## src/rtl/updown_count_sequencer.sv

```systemverilog
// updown_count_sequencer: command-driven load / up / down stepping counter.
// A command is accepted in IDLE. The counter is preloaded, then stepped once
// per clock with modular wrap until it reaches the latched target.
// Completion is reported with a one-cycle done pulse and an abort with a
// one-cycle aborted pulse.
module updown_count_sequencer #(
  parameter int WIDTH = 4
) (
  input  logic             clk,
  input  logic             resetb,
  input  logic             cmd_valid,
  output logic             cmd_ready,
  input  logic [1:0]       cmd_op,
  input  logic [WIDTH-1:0] cmd_start,
  input  logic [WIDTH-1:0] cmd_target,
  input  logic             abort,
  output logic [WIDTH-1:0] count,
  output logic             up,
  output logic             busy,
  output logic             done,
  output logic             aborted
);

  typedef enum logic [1:0] {
    S_IDLE = 2'd0,
    S_RUN  = 2'd1,
    S_DONE = 2'd2
  } state_e;

  localparam logic [1:0] OP_LOAD = 2'b00;
  localparam logic [1:0] OP_UP   = 2'b01;
  localparam logic [1:0] OP_DOWN = 2'b10;

  localparam logic [WIDTH-1:0] ONE = {{(WIDTH-1){1'b0}}, 1'b1};

  state_e           state_q;
  logic [WIDTH-1:0] count_q;
  logic [WIDTH-1:0] target_q;
  logic             up_q;
  logic             done_q;
  logic             aborted_q;
  logic [WIDTH-1:0] step_d;

  // Next count for a run step. Wrap falls out of the fixed-width add/subtract.
  always_comb begin
    step_d = up_q ? (count_q + ONE) : (count_q - ONE);
  end

  // Sequencer FSM. The done and aborted pulses are registered with the state.
  always_ff @(posedge clk or negedge resetb) begin
    if (!resetb) begin
      state_q   <= S_IDLE;
      count_q   <= '0;
      target_q  <= '0;
      up_q      <= 1'b1;
      done_q    <= 1'b0;
      aborted_q <= 1'b0;
    end else begin
      done_q    <= 1'b0;
      aborted_q <= 1'b0;
      unique case (state_q)
        S_IDLE: begin
          if (cmd_valid) begin
            unique case (cmd_op)
              OP_LOAD: begin
                count_q <= cmd_start;
                state_q <= S_DONE;
                done_q  <= 1'b1;
              end
              OP_UP, OP_DOWN: begin
                count_q  <= cmd_start;
                up_q     <= (cmd_op == OP_UP);
                target_q <= cmd_target;
                if (cmd_start == cmd_target) begin
                  // Zero-step run completes immediately.
                  state_q <= S_DONE;
                  done_q  <= 1'b1;
                end else begin
                  state_q <= S_RUN;
                end
              end
              default: ; // reserved op: accepted and dropped
            endcase
          end
        end
        S_RUN: begin
          if (abort) begin
            // Abort wins over the step, including the terminal step.
            state_q   <= S_IDLE;
            aborted_q <= 1'b1;
          end else begin
            count_q <= step_d;
            if (step_d == target_q) begin
              state_q <= S_DONE;
              done_q  <= 1'b1;
            end
          end
        end
        S_DONE: state_q <= S_IDLE;
        default: state_q <= S_IDLE;
      endcase
    end
  end

  // cmd_ready and busy decode the state register only.
  assign cmd_ready = (state_q == S_IDLE);
  assign busy      = (state_q == S_RUN);
  assign count     = count_q;
  assign up        = up_q;
  assign done      = done_q;
  assign aborted   = aborted_q;

endmodule

```

## config.mk

```make
export PLATFORM = sky130hd
export DESIGN_NAME = updown_count_sequencer
export DESIGN_NICKNAME = d
export VERILOG_FILES = /design/src/rtl/updown_count_sequencer.sv
export SDC_FILE = /design/constraint.sdc
export NUM_CORES = 1
export LEC_CHECK = 0
export ABC_AREA = 1
export BUFFER_PORTS_ARGS = -buffer_cell sky130_fd_sc_hd__buf_2
export CAP_MARGIN = 20
export CORE_AREA = 10 10 54 56
export DETAILED_ROUTE_END_ITERATION = 16
export DIE_AREA = 0 0 64 66
export PLACE_DENSITY = 0.76
export SLEW_MARGIN = 20
export SYNTH_ARGS = -nofsm -noshare
export SYNTH_HDL_FRONTEND = slang
export SYNTH_SLANG_ARGS = --single-unit
export TNS_END_PERCENT = 10
```

## constraint.sdc

```tcl
create_clock -name clk -period 2.28 [get_ports clk]
set_input_delay 0.114 -clock clk [delete_from_list [all_inputs] [get_ports clk]]
set_output_delay 0.114 -clock clk [all_outputs]
set_load 0.02 [all_outputs]
```

==> out/metrics.cfg, run 1 <==
[status]
status=finished, final reports clean

[synthesis]
ys_warn_count=0
synthTopCellsByCount=nand2_1, inv_1, dfrtp_1
synth_fp_nets=152
seq_area_frac_synth=0.343
synth_cells=132
ys_ff_latch=13
synth_edf_count=0
avgSynthCellArea_um2=7.20
netlist_top_cells_area=dfrtp_1, nand2_1, inv_1
post-synth-top-count-cell=nand2_1
yosysTopAreaCell=dfrtp_1
ys.flop_type=dfrtp_1
synth_top_area_frac=0.316
async_flop_share=1.00
ys_types=24
syn_area_um2=951

[floorplanning]
core_area_um2=1900
die_h_um=66
die-area_um2=4220
ios=23
start_util=0.500
core.rowCount=16
die_x_um=64

[clocking]
path_clk_slew_ns=0.08
clkLatencyLatePin_ns=0.26
cts_buffers=3
h-tree-depth=1
numClockSinks=13
cts_tree=yes
post_cts_buffers=0
cts-root-buf=clkbuf_4
cts.path.max_buffers=2

[drt]
drtIter0Drc=26
drt-pass1-iter-count=4
drc=0
vias=844
viasPerCell=4.54
wl_per_cell_um=10.7
wirelength_mm=1.99
antenna_left=0

[layout]
drive_above_1_share=0.302
finish.instance_area_um2=1130
fill_cells=187
num_antenna_cells=0
fin_nets=180
synthToLayoutAreaGrowth_pct=18.9

[worst_setup_path]
startpoint=count[0]
rr_startpoint=count[0]
timing.rr.end=state_q[0]
critPathArrivalTime_ns=2.00
slowest_stage=fa_1
critPathKind=reg -> reg
path_cells=inv_1 -> fa_1 -> xor2_1 -> nand2_1 -> nor2_4 -> nand3_2 -> nand2_2 -> nand2_1
endpoint_kind=flip-flop
start_kind=flip-flop
r2r_setup_slack_ns=0.43
worstPathRequired_ns=2.44
r2r_cells=8
crit_fanout=4
critical-path-max-stage-delay_ns=0.59
cp_common_cell=nand2_1
cp-endpoint=state_q[0]

[timing]
worst_slew_pin_slew_ns=0.292
drv_slew=0
hold_viol_final=0
setup_violations=0
timing.slew.headroom=0.806
period_share=0.810
period_needed_ns=1.85
fin_tns_setup_ns=0
finalClockSkew_ns=0.00422
fmax_mhz=541
rsz0062_at_grt=no
hold-worst-slack_ns=0.109

[pwr]
ir_drop_mv=0.683
p_total_mw=1.58
power.density_nw_per_um2=1400
power_leakage_nw=0.666

[global_route]
antenna_found_initial=0
grt_pass1_vias=854
grt_use_total=0.0997
grt_first_pass_wirelength_mm=3.46
overflow=0
grt_max_degree=14

[placement]
place_area_um2=1090
io_buffers=22
place_congestion=0.865
hpwl_mm=1.65

[job]
maxCapViolations=0

[hold_path]
min_path_type=in -> reg

## repair_timing
item                       in CTS  in global routing
setup endpoints to repair       0                  0
resized for setup               0                  0
hold endpoints to repair       13                  0
hold buffers                    1                  0
## cell type report
type | instances | area, um2 | share of cell area
multi-input cells | 91 | 519 | 0.459
clock buffers | 4 | 26.3 | 0.0232
well taps | 27 | 33.8 | 0.0299
flip-flops and latches | 13 | 327 | 0.289
inverters | 28 | 105 | 0.0929
repair buffers | 23 | 120 | 0.106
## kinds of logic after synthesis
logic type	synth area share
AO/OA/AOI/OAI	0.0895
XOR/XNOR	0.0184
adder cells (fa/ha/maj)	0.0868
buffers and inverters	0.111
flip-flops	0.343
AND/OR/NAND/NOR	0.351
## where the power goes
part           switching, mW  leakage, nW  total (mW)  internal (mW)
registers             0.0842        0.161       0.426          0.341
clock network         0.0671       0.0150       0.135         0.0676
logic                  0.654        0.489        1.02          0.369
## worst min path at each step
stage,depth (start not counted),start,slack [ns],to
after floorplan,0,resetb,-0.18,aborted
after global placement,1,resetb,0.008,target_q[0]
after detailed placement,1,resetb,0.01,target_q[0]
after CTS,3,abort,0.1,aborted
after global routing,3,abort,0.11,aborted
final,3,abort,0.11,aborted
## registers in the layout (all words and copies together), names as in the netlist
signal,count
aborted,1
count,4
done,1
state_q,2
target_q,4
up,1
## worst max-delay path, delay by kind of cell, from the launching register on
| family | cells | cell delay, ns |
|---|---|---|
| xor+xnor | 1 | 0.16 |
| simple gates | 5 | 0.45 |
| flops | 1 | 0.41 |
| fa+ha+maj | 1 | 0.59 |
| buf+inv | 1 | 0.11 |
## metrics by stage
| step | utilization | instances | setup WS [ns] |
|---|---|---|---|
| CTS | 0.595 | 186 | 0.406 |
| global route | 0.595 | 186 | 0.302 |
| floorplan | - | 132 | 0.470 |
| global placement | 0.576 | 181 | 0.489 |
| detailed placement | 0.576 | 181 | 0.443 |
| finish | 0.595 | 186 | 0.432 |
## layer usage
| layer | track usage | vias to the layer above | part of all wire |
|---|---|---|---|
| li1 | - | 451 | - |
| met1 | 0.104 | 373 | 0.44 |
| met2 | 0.178 | 18 | 0.49 |
| met3 | 0.0339 | 2 | 0.056 |
| met4 | 0.0437 | 0 | 0.014 |
| met5 | 0 | - | 0 |
## cells in the final DEF (no fill, tap or decap)
master,Yosys,final
a21oi_1,1,1
a31oi_1,1,1
buf_2,0,22
clkbuf_1,0,1
clkbuf_4,0,3
dfrtp_1,12,12
dfstp_2,1,1
dlygate4sd3_1,0,1
fa_1,1,1
ha_1,5,5
inv_1,24,24
inv_2,4,4
nand2_1,41,41
nand2_2,7,7
nand2_4,1,1
nand3_1,2,2
nand3_2,3,3
nand3b_1,1,1
nor2_1,8,8
nor2_2,3,3
nor2_4,2,2
o211ai_1,1,1
o21ai_0,6,6
o21ai_1,3,3
o21ai_2,1,1
o22ai_2,1,1
or2_1,1,1
xor2_1,2,2
(Power assumes the default switching activity.)
==> run 2: changes to the inputs <==
- CORE_AREA: 10 10 54 56 -> 10 10 56 58
- DIE_AREA: 0 0 64 66 -> 0 0 66 68
- PLACE_DENSITY: 0.76 -> 0.73
- clock period: 2.28 -> 1.58 ns (I/O delays scaled with it)
==> out/metrics.cfg, run 2 (synthesis results as in run 1) <==
[placement]
place_ws_ns=-0.127
dpl.cell_count=188
io_buffers=22
place_congestion=0.842
place_area_um2=1160
hpwl_mm=1.80

[pwr]
p_sw_mw=1.21
share_seq_of_total_power=0.251
switching_share=0.489
power.density_nw_per_um2=2060
ir_drop_mv=1.02
p_int_mw=1.27
combPwrFrac=0.666
power_leakage_nw=0.697
clockPowerShare=0.083

[layout]
synthToLayoutAreaGrowth_pct=26.4
fill_cells=200
num_antenna_cells=0
fin_nets=187
finish.instance_area_um2=1200
layout_commonest_cell=nand2_1
regArea_um2=329
final_cells=194
final_cell_mix=nand2_1, inv_1, buf_2
drive_above_1_share=0.361
multi_input_area_um2=534

[global_route]
grt_first_pass_wirelength_mm=3.61
grt_use_met2=0.181
grt_pass1_vias=889
overflow=0
grt_max_degree=14
grt.met1_usage=0.107
grt_use_met3=0.0196
grt_use_total=0.0982
busiest_layer=met2
antenna_found_initial=0

[worst_setup_path]
path_cells=fa_1 -> xor2_1 -> nand2_1 -> nor2_4 -> nand3_2 -> nand2_2 -> nand2_1
timing.rr.end=state_q[0]
crit_fanout=4
critical-path-max-stage-delay_ns=0.58
cp_common_cell=nand2_1
critPathKind=reg -> reg
start_kind=flip-flop
r2r_setup_slack_ns=-0.13
slowest_stage=dfstp_2
worstPathRequired_ns=1.75
critPathArrivalTime_ns=1.88
endpoint_kind=flip-flop
r2r_cells=7
cp_top_family=flip-flops
cp_num_buf_inv=0
rr_startpoint=up

[drt]
vias=885
viasPerCell=4.56
drtIter0Drc=24
wl_per_cell_um=10.8
drc=0
wirelength_mm=2.09
antenna_left=0
drt-pass1-iter-count=4

[timing]
timing.slew.headroom=0.806
period_needed_ns=1.71
hold_viol_final=0
hold-worst-slack_ns=0.0575
drv_slew=0
rsz0062_at_grt=yes
worst_slew_pin_slew_ns=0.292
fmax_mhz=586
period_share=1.08
setup_slack_ns=-0.125
setup_violations=4
finalClockSkew_ns=0.00148

[clocking]
cts.path.max_buffers=2
path_clk_slew_ns=0.08
cts-root-buf=clkbuf_4
h-tree-depth=1
cts_buffers=3
clkLatencyLatePin_ns=0.27
cts_tree=yes
numClockSinks=13

[hold_path]
worstHoldPathCells=3
min_path_type=in -> reg
min_delay_worst_endpoint=aborted
hold_start=abort

[status]
status=complete, but fails checks
violations=setup timing

[floorplanning]
start_util=0.452
ios=23
die_x_um=66
core.rowCount=17
die_h_um=68
core_area_um2=2110
die-area_um2=4490

[job]
maxCapViolations=0

[run 2: worst max path at each step]
| stage | from | end | slack, ns | cells after the start |
|---|---|---|---|---|
| after floorplan | up | state_q[0] | -0.11 | 7 |
| after global placement | up | state_q[0] | -0.08 | 7 |
| after detailed placement | up | state_q[0] | -0.13 | 7 |
| after CTS | up | state_q[1] | -0.12 | 11 |
| after global routing | up | state_q[1] | -0.22 | 12 |
| final | up | state_q[0] | -0.13 | 7 |
[run 2: cell type report]
type,instances,share of cell area
tap,28,0.0291
inverter,28,0.0874
multi-input combinational,91,0.444
timing repair buffer,30,0.144
clock buffer,4,0.0219
sequential,13,0.274
[run 2: repair_timing]
action | 4_1_cts | 5_1_grt
endpoints found under the hold margin | 13 | 0
hold buffers | 1 | 0
buffers inserted | 1 | 0
resized for setup | 1 | 0
setup endpoints to repair | 4 | 5
pin swaps | 2 | 0
[run 2: tightest hold or removal path, cell delays in order]
cell and delay, ns:
buf_2 0.07, inv_1 0.05, nor2_1 0.09
[run 2: power groups by stage]
stage          registers (mW)  clock network, mW  logic [mW]
2_1_floorplan           0.714                  0        1.07
3_3_place_gp            0.623                  0        1.56
3_5_place_dp            0.629                  0        1.63
4_1_cts                 0.623              0.207        1.67
5_1_grt                 0.647              0.229        1.85
6_report                0.622              0.207        1.65
[run 2: routing by layer]
metal	vias to the layer above	part of all wire
met1	401	0.43
li1	463	-
met4	0	0.018
met2	17	0.52
met5	-	0
met3	4	0.038
[run 2: stage by stage]
step | power (mW) | util | TNS [ns]
global route | 2.72 | 0.571 | -0.833
floorplan | 1.78 | - | -0.287
detailed placement | 2.26 | 0.549 | -0.387
CTS | 2.50 | 0.571 | -0.352
global placement | 2.19 | 0.549 | -0.219
finish | 2.48 | 0.571 | -0.365
